## src/rtl/rr_mux_arbiter_pkg.sv

```systemverilog
// Shared types and helpers for the round-robin registered mux.
// Output-register state plus the select-width rule used by every file.
package rr_mux_pkg;

  typedef enum logic {
    EMPTY = 1'b0,
    FULL  = 1'b1
  } out_state_t;

  function automatic int sel_width(input int n);
    return (n > 1) ? $clog2(n) : 1;
  endfunction

endpackage

```

## src/rtl/rr_mux_arbiter_if.sv

```systemverilog
// Producer/consumer bundle around the arbiter.
// master = testbench/producers side, slave = arbiter side.
interface rr_mux_arbiter_if #(
  parameter int WIDTH = 4,
  parameter int N     = 4
);
  import rr_mux_pkg::*;

  localparam int SW = sel_width(N);

  logic [N-1:0]     in_valid;
  logic [WIDTH-1:0] in_data [N];
  logic [N-1:0]     in_ready;
  logic             out_valid;
  logic [WIDTH-1:0] out_data;
  logic [SW-1:0]    out_sel;
  logic             out_ready;

  modport master (
    output in_valid,
    output in_data,
    output out_ready,
    input  in_ready,
    input  out_valid,
    input  out_data,
    input  out_sel
  );

  modport slave (
    input  in_valid,
    input  in_data,
    input  out_ready,
    output in_ready,
    output out_valid,
    output out_data,
    output out_sel
  );

endinterface

```

## src/rtl/rr_mux_arbiter_picker.sv

```systemverilog
// Rotating priority search: first requester after i_last_ptr wins.
// Purely combinational; one-hot grant plus its index.
module rr_priority_picker
  import rr_mux_pkg::*;
#(
  parameter  int N  = 4,
  localparam int SW = sel_width(N)
) (
  input  logic [N-1:0]  i_req,
  input  logic [SW-1:0] i_last_ptr,
  output logic [N-1:0]  o_grant,
  output logic [SW-1:0] o_grant_idx
);

  logic [SW-1:0] w_j;
  logic          w_found;

  always_comb begin
    o_grant     = '0;
    o_grant_idx = '0;
    w_found     = 1'b0;
    w_j         = '0;
    for (int k = 1; k <= N; k++) begin
      w_j = SW'((int'(i_last_ptr) + k) % N);
      if (!w_found && i_req[w_j]) begin
        o_grant[w_j] = 1'b1;
        o_grant_idx  = w_j;
        w_found      = 1'b1;
      end
    end
  end

endmodule

```

## src/rtl/rr_mux_arbiter.sv

```systemverilog
// N:1 round-robin registered mux with a one-entry output stage.
// RR_MUX_GRANT_CNT_EN adds saturating per-channel grant counters.
module rr_mux_arbiter
  import rr_mux_pkg::*;
#(
  parameter int WIDTH = 4,
  parameter int N     = 4
`ifdef RR_MUX_GRANT_CNT_EN
  ,
  parameter int CNT_W = 8
`endif
) (
  input logic               clock,
  input logic               reset_L,
  rr_mux_arbiter_if.slave   bus
`ifdef RR_MUX_GRANT_CNT_EN
  ,
  output logic [CNT_W-1:0]  grant_cnt [N]
`endif
);

  localparam int SW = sel_width(N);

  out_state_t       r_state;
  out_state_t       w_state_nxt;
  logic [SW-1:0]    r_last_ptr;
  logic [WIDTH-1:0] r_data;
  logic [SW-1:0]    r_sel;
  logic [N-1:0]     w_grant;
  logic [SW-1:0]    w_idx;
  logic             w_load;
  logic             w_accept;

  rr_priority_picker #(.N(N)) u_picker (
    .i_req       (bus.in_valid),
    .i_last_ptr  (r_last_ptr),
    .o_grant     (w_grant),
    .o_grant_idx (w_idx)
  );

  assign w_load       = (r_state == EMPTY) | bus.out_ready;
  // Reset gating keeps producers from seeing a grant during reset.
  assign bus.in_ready = w_grant & {N{w_load & reset_L}};
  assign w_accept     = |bus.in_ready;

  assign bus.out_valid = (r_state == FULL);
  assign bus.out_data  = r_data;
  assign bus.out_sel   = r_sel;

  always_comb begin
    w_state_nxt = r_state;
    unique case (r_state)
      EMPTY: if (w_accept) w_state_nxt = FULL;
      FULL:  if (bus.out_ready) w_state_nxt = w_accept ? FULL : EMPTY;
    endcase
  end

  always_ff @(posedge clock or negedge reset_L) begin
    if (!reset_L) begin
      r_state    <= EMPTY;
      r_last_ptr <= SW'(N - 1);
      r_data     <= '0;
      r_sel      <= '0;
    end else begin
      r_state <= w_state_nxt;
      if (w_accept) begin
        r_data     <= bus.in_data[w_idx];
        r_sel      <= w_idx;
        r_last_ptr <= w_idx;
      end
    end
  end

`ifdef RR_MUX_GRANT_CNT_EN
  logic [CNT_W-1:0] r_grant_cnt [N];

  always_ff @(posedge clock or negedge reset_L) begin
    if (!reset_L) begin
      for (int i = 0; i < N; i++) r_grant_cnt[i] <= '0;
    end else begin
      for (int i = 0; i < N; i++) begin
        if (bus.in_ready[i] && r_grant_cnt[i] != '1)
          r_grant_cnt[i] <= r_grant_cnt[i] + 1'b1;
      end
    end
  end

  assign grant_cnt = r_grant_cnt;
`endif

endmodule

```

## src/flat_wrapper.sv

```systemverilog
// flat-port wrapper written by rule: the top's interface ports become plain ports
module rr_mux_arbiter_flat import rr_mux_pkg::*;
#(
  parameter int WIDTH = 4,
  parameter int N     = 4

)
  (clock, reset_L, bus_in_valid, bus_in_data, bus_out_ready, bus_in_ready, bus_out_valid, bus_out_data, bus_out_sel);
  rr_mux_arbiter_if #(.WIDTH(WIDTH), .N(N)) bus_i ();
  input logic clock;
  input logic reset_L;
  input wire logic [$bits(bus_i.in_valid)-1:0] bus_in_valid;
  input wire logic [$bits(bus_i.in_data)-1:0] bus_in_data;
  input wire logic [$bits(bus_i.out_ready)-1:0] bus_out_ready;
  output wire logic [$bits(bus_i.in_ready)-1:0] bus_in_ready;
  output wire logic [$bits(bus_i.out_valid)-1:0] bus_out_valid;
  output wire logic [$bits(bus_i.out_data)-1:0] bus_out_data;
  output wire logic [$bits(bus_i.out_sel)-1:0] bus_out_sel;
  assign bus_i.in_valid = bus_in_valid;
  assign bus_i.in_data = {>>{bus_in_data}};
  assign bus_i.out_ready = bus_out_ready;
  assign bus_in_ready = bus_i.in_ready;
  assign bus_out_valid = bus_i.out_valid;
  assign bus_out_data = bus_i.out_data;
  assign bus_out_sel = bus_i.out_sel;
  rr_mux_arbiter #(.WIDTH(WIDTH), .N(N)) u_core (.clock(clock), .reset_L(reset_L), .bus(bus_i));
endmodule
```

## config.mk

```make
export PLATFORM = sky130hd
export DESIGN_NAME = rr_mux_arbiter_flat
export DESIGN_NICKNAME = d
export VERILOG_FILES = /design/src/rtl/rr_mux_arbiter_pkg.sv /design/src/rtl/rr_mux_arbiter_if.sv /design/src/rtl/rr_mux_arbiter_picker.sv /design/src/rtl/rr_mux_arbiter.sv /design/src/flat_wrapper.sv
export SDC_FILE = /design/constraint.sdc
export NUM_CORES = 1
export LEC_CHECK = 0
export ABC_AREA = 1
export BUFFER_PORTS_ARGS = -buffer_cell sky130_fd_sc_hd__buf_2
export CAP_MARGIN = 20
export CORE_MARGIN = 10
export CORE_UTILIZATION = 40
export CTS_CLUSTER_DIAMETER = 60
export DETAILED_ROUTE_END_ITERATION = 8
export PLACE_DENSITY_LB_ADDON = 0.12
export SETUP_SLACK_MARGIN = 0.2
export SLEW_MARGIN = 5
export SYNTH_ARGS = -nofsm -noshare
export SYNTH_HDL_FRONTEND = slang
export SYNTH_SLANG_ARGS = --single-unit
export TNS_END_PERCENT = 5
```

## constraint.sdc

```tcl
create_clock -name clock -period 4.9 [get_ports clock]
set_input_delay 0.735 -clock clock [delete_from_list [all_inputs] [get_ports clock]]
set_output_delay 0.735 -clock clock [all_outputs]
set_load 0.05 [all_outputs]
```

---- After elaboration in Yosys (flattened, before gate mapping) ----
Index checks and enable logic that the tools add are counted.
word-level totals
  register bits after elaboration ......... 9
  output and inout port bits .............. 11
  logic and storage cells ................. 69
operators by class
  add/sub/neg operators ................... 4
  order comparisons ....................... 9
  muxes and demuxes ....................... 33
  bitwise logic cells ..................... 8
  reductions and logical operators ........ 11
operator list
  kind                                                               number
  2-to-1 mux 4 bit                                                   6
  2-to-1 mux 1 bit                                                   13
  < comparator 2 x 3 -> 1 bit, second input constant                 4
  OR 4 bit                                                           3
  binary-select mux 1 bit (select 2 bit)                             4
  binary-select mux 4 bit (select 2 bit)                             1
  demux 1 bit (select 2 bit)                                         4
  greater-or-equal comparator 2 x 1 -> 1 bit, second input constant  4
  2-to-1 mux 2 bit                                                   4
  logical AND 1 bit                                                  7
  adder 2 x 1 -> 2 bit, second input constant                        2
  adder 2 bit, second input constant                                 2
  bitwise AND 4 bit                                                  1
  OR reduction 4 bit                                                 1
  greater-or-equal comparator 3 bit, second input constant           1
  logical NOT 1 bit                                                  3
  inverter 2 -> 3 bit                                                1
  one-hot mux 1 bit (2 select lines)                                 1
  bitwise AND 1 bit                                                  1
  inverter 1 bit                                                     1
  OR 1 bit                                                           1

---- Logic depth before layout (Yosys ltp) ----
Gate-level depths: netlist of run 1.
  word-level depth ........................ 18
  gate-level depth with buffers ........... 16
  mapped depth without buffers ............ 15

---- Modules after synthesis ----
Synthesis of run 1 repeated with hierarchy kept, for this count alone.
unflattened totals
  cell total of the unflattened synthesis .. 170
  area total of the unflattened synthesis .. 1143.6 µm²
by module, submodules not included
  module              times used  cells an instance  area an instance (µm²)  seq. area each (µm²)
  rr_mux_arbiter      1           85                 608.1                   227.7
  rr_priority_picker  1           85                 535.5                   0.0

---- Least setup slack after synthesis of run 1 ----
No wires, ideal clock.
  kind .................................... reg2out
  start point ............................. register u_core.r_last_ptr[0]
  end point ............................... output port bus_in_ready[3]
  data arrival time ....................... 2.172 ns
  required time ........................... 4.165 ns
  slack ................................... 1.993 ns
  stages on the path, launching flop included .. 13
  path through ............................ dfstp_2 -> buf_6 -> inv_6 -> ha_1 -> inv_2 -> nand3_4 -> nand2_4 -> nor2_4 -> buf_6 -> nand4_1 -> nand3_1 -> nand2_1 -> inv_1
between the ends
  word-level cells in the longest chain between the ends .. 14
  elaborated cells on any way between the ends .. 49
  those cells by class .................... add/sub (4); order compare (8); mux (23); bitwise (4); reduce/logical (10)
RTL lines
  item                                                                                  line                         RTL
  start, declared                                                                       rr_mux_arbiter.sv:26         logic [SW-1:0] r_last_ptr;
  start signal, assigned                                                                rr_mux_arbiter.sv:61         r_last_ptr <= SW'(N - 1);
  start signal, assigned                                                                rr_mux_arbiter.sv:69         r_last_ptr <= w_idx;
  parallel branches: the longest is 12 deep, another holds < comparator 2 x 3 -> 1 bit  n/a
  2-to-1 mux 4 bit (*)                                                                  rr_mux_arbiter_picker.sv:25  if (!w_found && i_req[w_j]) begin
  bitwise AND 4 bit (*)                                                                 rr_mux_arbiter.sv:43         assign bus.in_ready = w_grant & {N{w_load & reset_L}};
  end, declared                                                                         flat_wrapper.sv:15           output wire logic [$bits(bus_i.in_ready)-1:0] bus_in_ready;
Mark *: on every way between the ends. The select of a mux whose other input is x is not followed.

---- Worst setup path in the final report of run 1 ----
  start point ............................. register u_core.r_last_ptr[1]
  end point ............................... output port bus_in_ready[3]
Same word-level chain as after synthesis.

==> flow_summary.ini, run 1 <==
[run_status]
outcome = finished clean

[die]
ios = 34
die_h_um = 72.9
initial_core_util = 0.414
die_w_um = 72.9
placement_rows = 19
dieArea_mm2 = 0.00532
core_region_area_mm2 = 0.00271

[sta]
timing.fmax_ghz = 0.293
worst_pin_slew_ns = 0.316
slew_headroom = 0.789
fin_setup_tns_ns = 0
clock_skew_ns = 0.00324
fin_crit_sh = 0.696
hold_violations = 0
setup_slack_ns = 1.49
maxSlewViolCount = 0
setup_viol = 0
period_minus_slack_ns = 3.41
rsz0062_at_grt = false

[finish]
layout-drive-gt1-share = 0.302
area_delta_synth_final_pct = 18.5
antenna_cells = 0
nets = 237

[place]
dp_slack_ns = 1.77
gp_congestion = 0.864
place_hpwl_um = 2330
io_buffers = 33

[worst_setup_path]
cp.arrival_ns = 2.67
max_stage_delay_ns = 0.63
worstPathRequired_ns = 4.16
timing.critical_path.mode_cell = inv_1
worst-path-buf-inv = 4
crit_fanout = 13
crit_chain = inv_1, ha_1, inv_2, nand3_4, nand2_4, nor2_4, nand4_1, nand3_1, nand2_1, inv_1, buf_2
start_kind = flip-flop
cp_top_family = simple AND/OR/NAND/NOR gates
cp-end-kind = primary output
criticalPathCategory = flip-flop to primary output
crit_path_top_delay_cell = dfstp_2

[clock_tree]
cts.clk_slew.worst_paths_ns = 0.06
hold_buffers = 0
cts_max_path_buffers = 2
cts_setup_buffers = 0
clockRootBuffer = clkbuf_4
cts_tree = built
cts_resized = 0
numCtsBuffers = 3
clock_latency_ns = 0.26
clock_sinks = 9
htree_levels = 1

[global_routing]
antenna_found_initial = 0
grt_max_degree = 14
grt_usage = 0.109
grt_pass1_vias = 1176
grt-ovfl-total = 0
grt_pass1_wl_um = 4940

[worst_hold_path]
hold_path.class = input pin to async pin

[yosys]
syn_inst = 170
synth-seq-cells = 9
async_reset_ff_frac = 1.00
yosysMostFrequentCell = nand2_1
synth_ff_type = dfrtp_1
synthTopCellsByCount = nand2_1 (60), inv_1 (23), nand3_1 (23)
synth.area.top_cells = nand2_1 (20%), dfrtp_1 (16%), nand3_1 (10%)
syn-mean-instance-area_um2 = 6.59
netlist_area_mm2 = 0.00112
yosysWarnings = 0
synth_top_area_frac = 0.201
ys_seq_area_frac = 0.203
synth_top_area_cell = nand2_1
synth_edf_count = 0
synthesis.nets = 201
ys_types = 24

[route]
via_per_inst = 4.86
wire_per_inst_um = 11.8
drc_errors = 0
drt_first_pass_iters = 4
ant_nets = 0
vias = 1146
wl_um = 2790
drt_iter0_drc = 72

[run]
cap_violations = 0
-- sequential cells by signal, indices dropped and copies added, names as in the netlist --
name / cells
u_core.bus.out_sel: 2
u_core.r_last_ptr: 2
u_core.bus.out_data: 4
u_core.bus.out_valid: 1
-- placed cells by master (no fill, tap or decap), types with 2 or more instances in the layout --
master,synthesis,routed
nand2_2,9,9
nand2_4,3,3
o21ai_1,2,2
a21oi_1,3,3
nand3_4,2,2
inv_2,4,4
ha_1,8,8
nand4_1,5,5
buf_2,0,33
nor2_4,2,2
dfstp_2,2,2
clkbuf_4,0,3
nand3_1,23,23
inv_1,23,23
nand3b_1,4,4
dfrtp_1,7,7
nand2_1,60,60
a21boi_0,4,4
-- kinds of logic after synthesis --
| group | Yosys count | share of synthesized area |
|---|---|---|
| buf+inv | 30 | 0.118 |
| compound gates | 12 | 0.0658 |
| flops | 9 | 0.203 |
| simple gates | 111 | 0.523 |
| fa+ha+maj | 8 | 0.0893 |
-- final cells by class --
type / count / area [um^2]
Inverter: 28 / 110
Tap cell: 31 / 38.8
Sequential cell: 9 / 228
Clock buffer: 4 / 26.3
Fill cell: 297 / 1380
Multi-Input combinational cell: 131 / 761
Timing Repair Buffer: 33 / 165
-- final timing paths --
path / endpoint / slack (ns) / startpoint / depth (start not counted)
worst max-delay path: bus_in_ready[3] / 1.49 / u_core.r_last_ptr[1]$_DFFE_PN1P_ / 11
worst min-delay path: u_core.bus.out_valid$_DFF_PN0_ / 0.31 / reset_L / 1
worst max register to register: u_core.bus.out_data[2]$_DFFE_PN0P_ / 2.27 / u_core.r_last_ptr[1]$_DFFE_PN1P_ / 13
worst min register to register: u_core.bus.out_sel[0]$_DFFE_PN0P_ / 0.48 / u_core.bus.out_sel[0]$_DFFE_PN0P_ / 2
max in group asynchronous: u_core.r_last_ptr[0]$_DFFE_PN1P_ / 4.34 / reset_L / 1
min in group clock: u_core.bus.out_sel[0]$_DFFE_PN0P_ / 0.48 / u_core.bus.out_sel[0]$_DFFE_PN0P_ / 2
-- layer usage --
metal  vias to the layer above  part of all wire  global-route usage
met5                         -                 0                   0
met4                         0                 0              0.0190
met3                         0             0.068              0.0408
met2                        32              0.46               0.176
met1                       503              0.47               0.135
li1                        611                 -                   -
-- metrics by stage --
stage	hold slack, ns	instances	utilization	instance area, um^2
2_1_floorplan	0.439	170	-	1120
3_3_place_gp	0.464	232	0.481	1300
3_5_place_dp	0.466	232	0.481	1300
4_1_cts	0.315	236	0.490	1330
5_1_grt	0.312	236	0.490	1330
6_report	0.314	236	0.490	1330
-- worst reg2reg max path: cells and delay by family, from the launching register on --
| family | cells | cell delay, ns |
|---|---|---|
| adder cells (fa/ha/maj) | 1 | 0.42 |
| buffers and inverters | 2 | 0.25 |
| flip-flops | 1 | 0.63 |
| AND/OR/NAND/NOR | 10 | 1.23 |
Power of run 1 is left out: the tool's default activity adds up to more than one toggle a clock period on the data nets, which glitch-free logic cannot reach.
==> run 2, diff against run 1 <==
==> constraint.sdc (replaced) <==
create_clock -name clock -period 3.1 [get_ports clock]
set_input_delay 0.465 -clock clock [delete_from_list [all_inputs] [get_ports clock]]
set_output_delay 0.465 -clock clock [all_outputs]
set_load 0.05 [all_outputs]
==> run 2 against run 1 <==
  * Die area unchanged
  * Routed wire length increased by 6.3%
  * Count of clock-buffer cells in the layout unchanged
  * Clock skew decreased by 0.0024 ns
  * Flip-flop and latch count unchanged
  * Final area increased by 8.4%
  * Non-clock buffer count increased by 10
  * Global-route usage increased by 0.48 points
  * Hold slack got worse by 0.27 ns
  * Critical path type unchanged
  * Largest cell class unchanged
==> flow_summary.ini, run 2 (synthesis gave the netlist of run 1 again) <==
[die]
placement_rows = 19
initial_core_util = 0.414
die_h_um = 72.9
dieArea_mm2 = 0.00532
die_w_um = 72.9
ios = 34
core_region_area_mm2 = 0.00271

[finish]
antenna_cells = 0
largest_register_ffs = 4
nets = 247
layout_commonest_cell = nand2_1
layout-drive-gt1-share = 0.340
final_cell_mix = nand2_1 (60), buf_2 (30), inv_1 (23), nand3_1 (23), buf_4 (10)
area_delta_synth_final_pct = 28.5
final_area_mm2 = 0.00144

[place]
gp_congestion = 0.823
dp_slack_ns = 0.342
place_hpwl_um = 2360
dpl-instance-area_mm2 = 0.00132
io_buffers = 33

[global_routing]
grt_pass1_wl_um = 5020
grt_max_degree = 12
grt_pass1_vias = 1191
grt-ovfl-total = 0
grt_usage = 0.114
antenna_found_initial = 0

[clock_tree]
hold_buffers = 0
htree_levels = 1
cts_tree = built
cts.clk_slew.worst_paths_ns = 0.06
cts_max_path_buffers = 2
clock_sinks = 9
clock_latency_ns = 0.26
clockRootBuffer = clkbuf_4
numCtsBuffers = 3

[sta]
whs_ns = 0.0425
rsz0062_at_grt = true
hold_violations = 0
maxSlewViolCount = 0
setup_viol = 0
clock_skew_ns = 0.000857
fin_crit_sh = 0.898
slew_headroom = 0.812
fin_setup_tns_ns = 0
setup_slack_ns = 0.317
worst_pin_slew_ns = 0.281
timing.fmax_ghz = 0.359
period_minus_slack_ns = 2.78

[worst_setup_path]
max_stage_delay_ns = 0.60
worstPathRequired_ns = 2.63
cp_top_family = flip-flops
timing.critical_path.mode_cell = inv_1
start_kind = flip-flop
crit_fanout = 7
worst-path-buf-inv = 5
criticalPathCategory = flip-flop to primary output
cp-end-kind = primary output
crit_path_top_delay_cell = dfstp_2
crit_chain = inv_1, ha_4, inv_2, nand3_4, nand2_4, nor2_4, buf_12, nand4_1, nand3_1, nand2_1, inv_1, buf_2
cp.arrival_ns = 2.32

[route]
wl_um = 2960
vias = 1234
drt_iter0_drc = 58
drt_first_pass_iters = 5
wire_per_inst_um = 12.0
via_per_inst = 5.02
drc_errors = 0
ant_nets = 0

[run_status]
outcome = finished clean

[run]
cap_violations = 0

[worst_hold_path]
hold_path.class = input pin to async pin
-- run 2: repair_timing --
item	4_1_cts	5_1_grt
gates resized for setup	1	8
pin swaps	1	1
endpoints found under the setup margin	4	4
buffers inserted	1	7
endpoints found under the hold margin	0	0
-- run 2: area by class of cell --
cell class,count,area (um^2)
multi-input combinational,131,773
fill,280,1270
tap,31,38.8
timing repair buffer,43,264
inverter,28,110
clock buffer,4,26.3
sequential,9,228
-- run 2: metal layers --
layer	part of all wire	vias up	global-route usage
li1	-	636	-
met1	0.44	556	0.137
met2	0.49	36	0.185
met3	0.052	6	0.0354
met4	0.012	0	0.0401
met5	0	-	0
-- run 2: path summary, 6_finish.rpt --
| path | start | to | slack (ns) | cells past startpoint |
|---|---|---|---|---|
| max | u_core.r_last_ptr[1]$_DFFE_PN1P_ | bus_in_ready[1] | 0.32 | 12 |
| min | reset_L | u_core.bus.out_valid$_DFF_PN0_ | 0.04 | 1 |
| max reg2reg | u_core.r_last_ptr[1]$_DFFE_PN1P_ | u_core.bus.out_data[2]$_DFFE_PN0P_ | 0.54 | 17 |
| min reg2reg | u_core.bus.out_sel[1]$_DFFE_PN0P_ | u_core.bus.out_sel[1]$_DFFE_PN0P_ | 0.48 | 2 |
| max in group asynchronous | reset_L | u_core.r_last_ptr[1]$_DFFE_PN1P_ | 2.81 | 1 |
| min in group clock | bus_out_ready | u_core.bus.out_valid$_DFF_PN0_ | 0.38 | 2 |
-- run 2: worst reg2reg max path: cells and delay by family (launching register included) --
kind,cells,cell delay (ns)
fa+ha+maj,1,0.25
flops,1,0.60
simple gates,11,1.01
buf+inv,5,0.60
-- run 2: metrics by stage --
step | util | std cells
3_5_place_dp | 0.486 | 234
6_report | 0.531 | 246
4_1_cts | 0.500 | 239
3_3_place_gp | 0.486 | 234
2_1_floorplan | - | 170
5_1_grt | 0.531 | 246
Power of run 2 is left out for the same reason.
==> run 3, diff against run 2 <==
--- a/config.mk
+++ b/config.mk
@@ -5,7 +5,6 @@
 export SDC_FILE = /design/constraint.sdc
 export NUM_CORES = 1
 export LEC_CHECK = 0
-export ABC_AREA = 1
 export BUFFER_PORTS_ARGS = -buffer_cell sky130_fd_sc_hd__buf_2
 export CAP_MARGIN = 20
 export CORE_MARGIN = 10
==> run 3 against run 2 <==
  * Hold slack improved by 0.0087 ns
  * Synthesized area is 10% higher
  * Maximum frequency down 4.7%
  * Via count is 4.2% higher
  * Register-to-register slack worse by 0.27 ns
  * Critical endpoint is now bus_in_ready[3]
  * Final cell count down 11%
  * Non-clock buffer count is 5 higher
  * Sequential share of layout area down 2.3 points
  * Utilization rose by 2.8 points
==> flow_summary.ini, run 3 <==
[yosys]
synth_mux_area_frac = 0.138
synth_ff_type = dfrtp_1
synth_edf_count = 0
yosysWarnings = 0
synthTopCellsByCount = nand2_1 (16), o21ai_0 (9)
synth-seq-cells = 9
synth_top_area_frac = 0.142
syn_inst = 147
async_reset_ff_frac = 1.00
netlist_area_mm2 = 0.00123
synth-simple-area-share = 0.209
synthesis.nets = 178
ys_seq_area_frac = 0.185
syn-mean-instance-area_um2 = 8.39
yosys.area_share.adder = 0.0811
synth_xor_area_frac = 0.00710
synth_top_area_cell = dfrtp_1
yosysMostFrequentCell = nand2_1
ys_types = 40
synth_top_family_by_area = compound AO/OA/AOI/OAI gates
synth.area.top_cells = dfrtp_1 (14%), ha_1 (8.1%), mux4_2 (7.3%)
synth_compound_area_frac = 0.307

[global_routing]
grt_pass1_wl_um = 5640
grt_max_degree = 39
grt_usage = 0.121
grt-ovfl-total = 0
antenna_found_initial = 0
grt_pass1_vias = 1292

[route]
drt_iter0_drc = 48
via_per_inst = 5.87
wl_um = 3470
drt_first_pass_iters = 4
wire_per_inst_um = 15.8
drc_errors = 0
vias = 1286
ant_nets = 0

[finish]
largest_register_ffs = 4
seq_area_um2 = 228
antenna_cells = 0
final_cell_mix = buf_2 (29), nand2_1 (13), buf_4 (12)
n_fill_cell = 280
multi_input_area_mm2 = 0.00104
nets = 218
stdcell_count = 219
final_area_mm2 = 0.00168
layout-drive-gt1-share = 0.435
layout_commonest_cell = buf_2
area_delta_synth_final_pct = 36.2

[place]
place_hpwl_um = 2590
dp_cells = 207
dpl-instance-area_mm2 = 0.00149
io_buffers = 33
dp_slack_ns = 0.121
gp_congestion = 0.846

[sta]
period_minus_slack_ns = 2.92
fin_setup_tns_ns = 0
clock_skew_ns = 0.00410
rsz0062_at_grt = true
worst_pin_slew_ns = 0.427
slew_headroom = 0.715
hold_violations = 0
timing.fmax_ghz = 0.343
fin_crit_sh = 0.942
maxSlewViolCount = 0
setup_slack_ns = 0.181
setup_viol = 0

[clock_tree]
clockRootBuffer = clkbuf_4
numCtsBuffers = 3
clock_sinks = 9
hold_buffers = 0
htree_levels = 1
clock_latency_ns = 0.25
cts.clk_slew.worst_paths_ns = 0.06
cts_max_path_buffers = 2
cts_tree = built

[worst_setup_path]
worstPathRequired_ns = 2.63
startpoint = u_core.r_last_ptr[0]$_DFFE_PN1P_
crit_path_end = bus_in_ready[3]
criticalPathCategory = flip-flop to primary output
start_kind = flip-flop
r2r-end = u_core.bus.out_data[0]$_DFFE_PN0P_
r2r_start = u_core.r_last_ptr[0]$_DFFE_PN1P_
crit_fanout = 7
cp-end-kind = primary output
cp.arrival_ns = 2.45
ff2ff_setup_slack_ns = 0.27
reg2reg_depth = 10

[die]
placement_rows = 20
initial_core_util = 0.411
dieArea_mm2 = 0.00571
core_region_area_mm2 = 0.00300
die_w_um = 75.5
ios = 34
die_h_um = 75.5

[run_status]
outcome = finished clean

[worst_hold_path]
hold_path.class = input pin to async pin

[run]
cap_violations = 0
run 3: changes by cell type in the layout (fill, tap and decap cells not counted), moves of 8 or more:
cell	previous run	this run
nand2_1	60	13
nand3_1	23	0
inv_1	23	2
a32oi_1	0	8
and2_1	0	8
nor3b_1	0	8
run 3: area by class of cell:
cell class,count,area share
tap,33,0.0246
sequential,9,0.136
clock buffer,4,0.0156
multi-input combinational,121,0.620
timing repair buffer,48,0.192
inverter,4,0.0119
run 3: timing repair:
action | CTS | global route
pin swaps | 1 | 7
cloned | 0 | 0
setup endpoints to repair | 4 | 10
hold endpoints to repair | 0 | 0
setup buffers | 5 | 3
gates resized for setup | 22 | 8
run 3: logic make-up after synthesis:
family / Yosys count
compound gates: 53
simple gates: 47
buf+inv: 17
mux: 12
flops: 9
fa+ha+maj: 8
xor+xnor: 1
run 3: worst min-delay path by stage:
stage / start / endpoint / slack [ns] / cells after the start
2_1_floorplan: reset_L / u_core.bus.out_data[0]$_DFFE_PN0P_ / 0.17 / 0
3_3_place_gp: reset_L / u_core.bus.out_valid$_DFF_PN0_ / 0.33 / 1
3_5_place_dp: reset_L / u_core.bus.out_sel[1]$_DFFE_PN0P_ / 0.33 / 1
4_1_cts: reset_L / u_core.bus.out_sel[1]$_DFFE_PN0P_ / 0.05 / 1
5_1_grt: reset_L / u_core.bus.out_sel[1]$_DFFE_PN0P_ / 0.04 / 1
6_report: reset_L / u_core.bus.out_sel[1]$_DFFE_PN0P_ / 0.05 / 1
run 3: routing by layer:
layer / GRT usage / up-vias / part of all wire
li1: - / 638 / -
met1: 0.144 / 622 / 0.44
met2: 0.213 / 26 / 0.50
met3: 0.0365 / 0 / 0.065
met4: 0.0186 / 0 / 0
met5: 0 / - / 0
run 3: critical path, stage by stage, from the launching register on:
cell and delay, ns:
dfstp_2 0.58, buf_6 0.14, mux4_2 0.63, buf_4 0.18, a22oi_2 0.20, o21ai_1 0.10
a21oi_2 0.17, nor2_4 0.04, buf_6 0.16
run 3: metrics by stage:
stage	util	hold WS, ns
5_1_grt	0.560	0.0390
4_1_cts	0.538	0.0539
3_3_place_gp	0.496	0.327
2_1_floorplan	-	0.169
3_5_place_dp	0.496	0.330
6_report	0.560	0.0512
Power of run 3 is left out for the same reason.
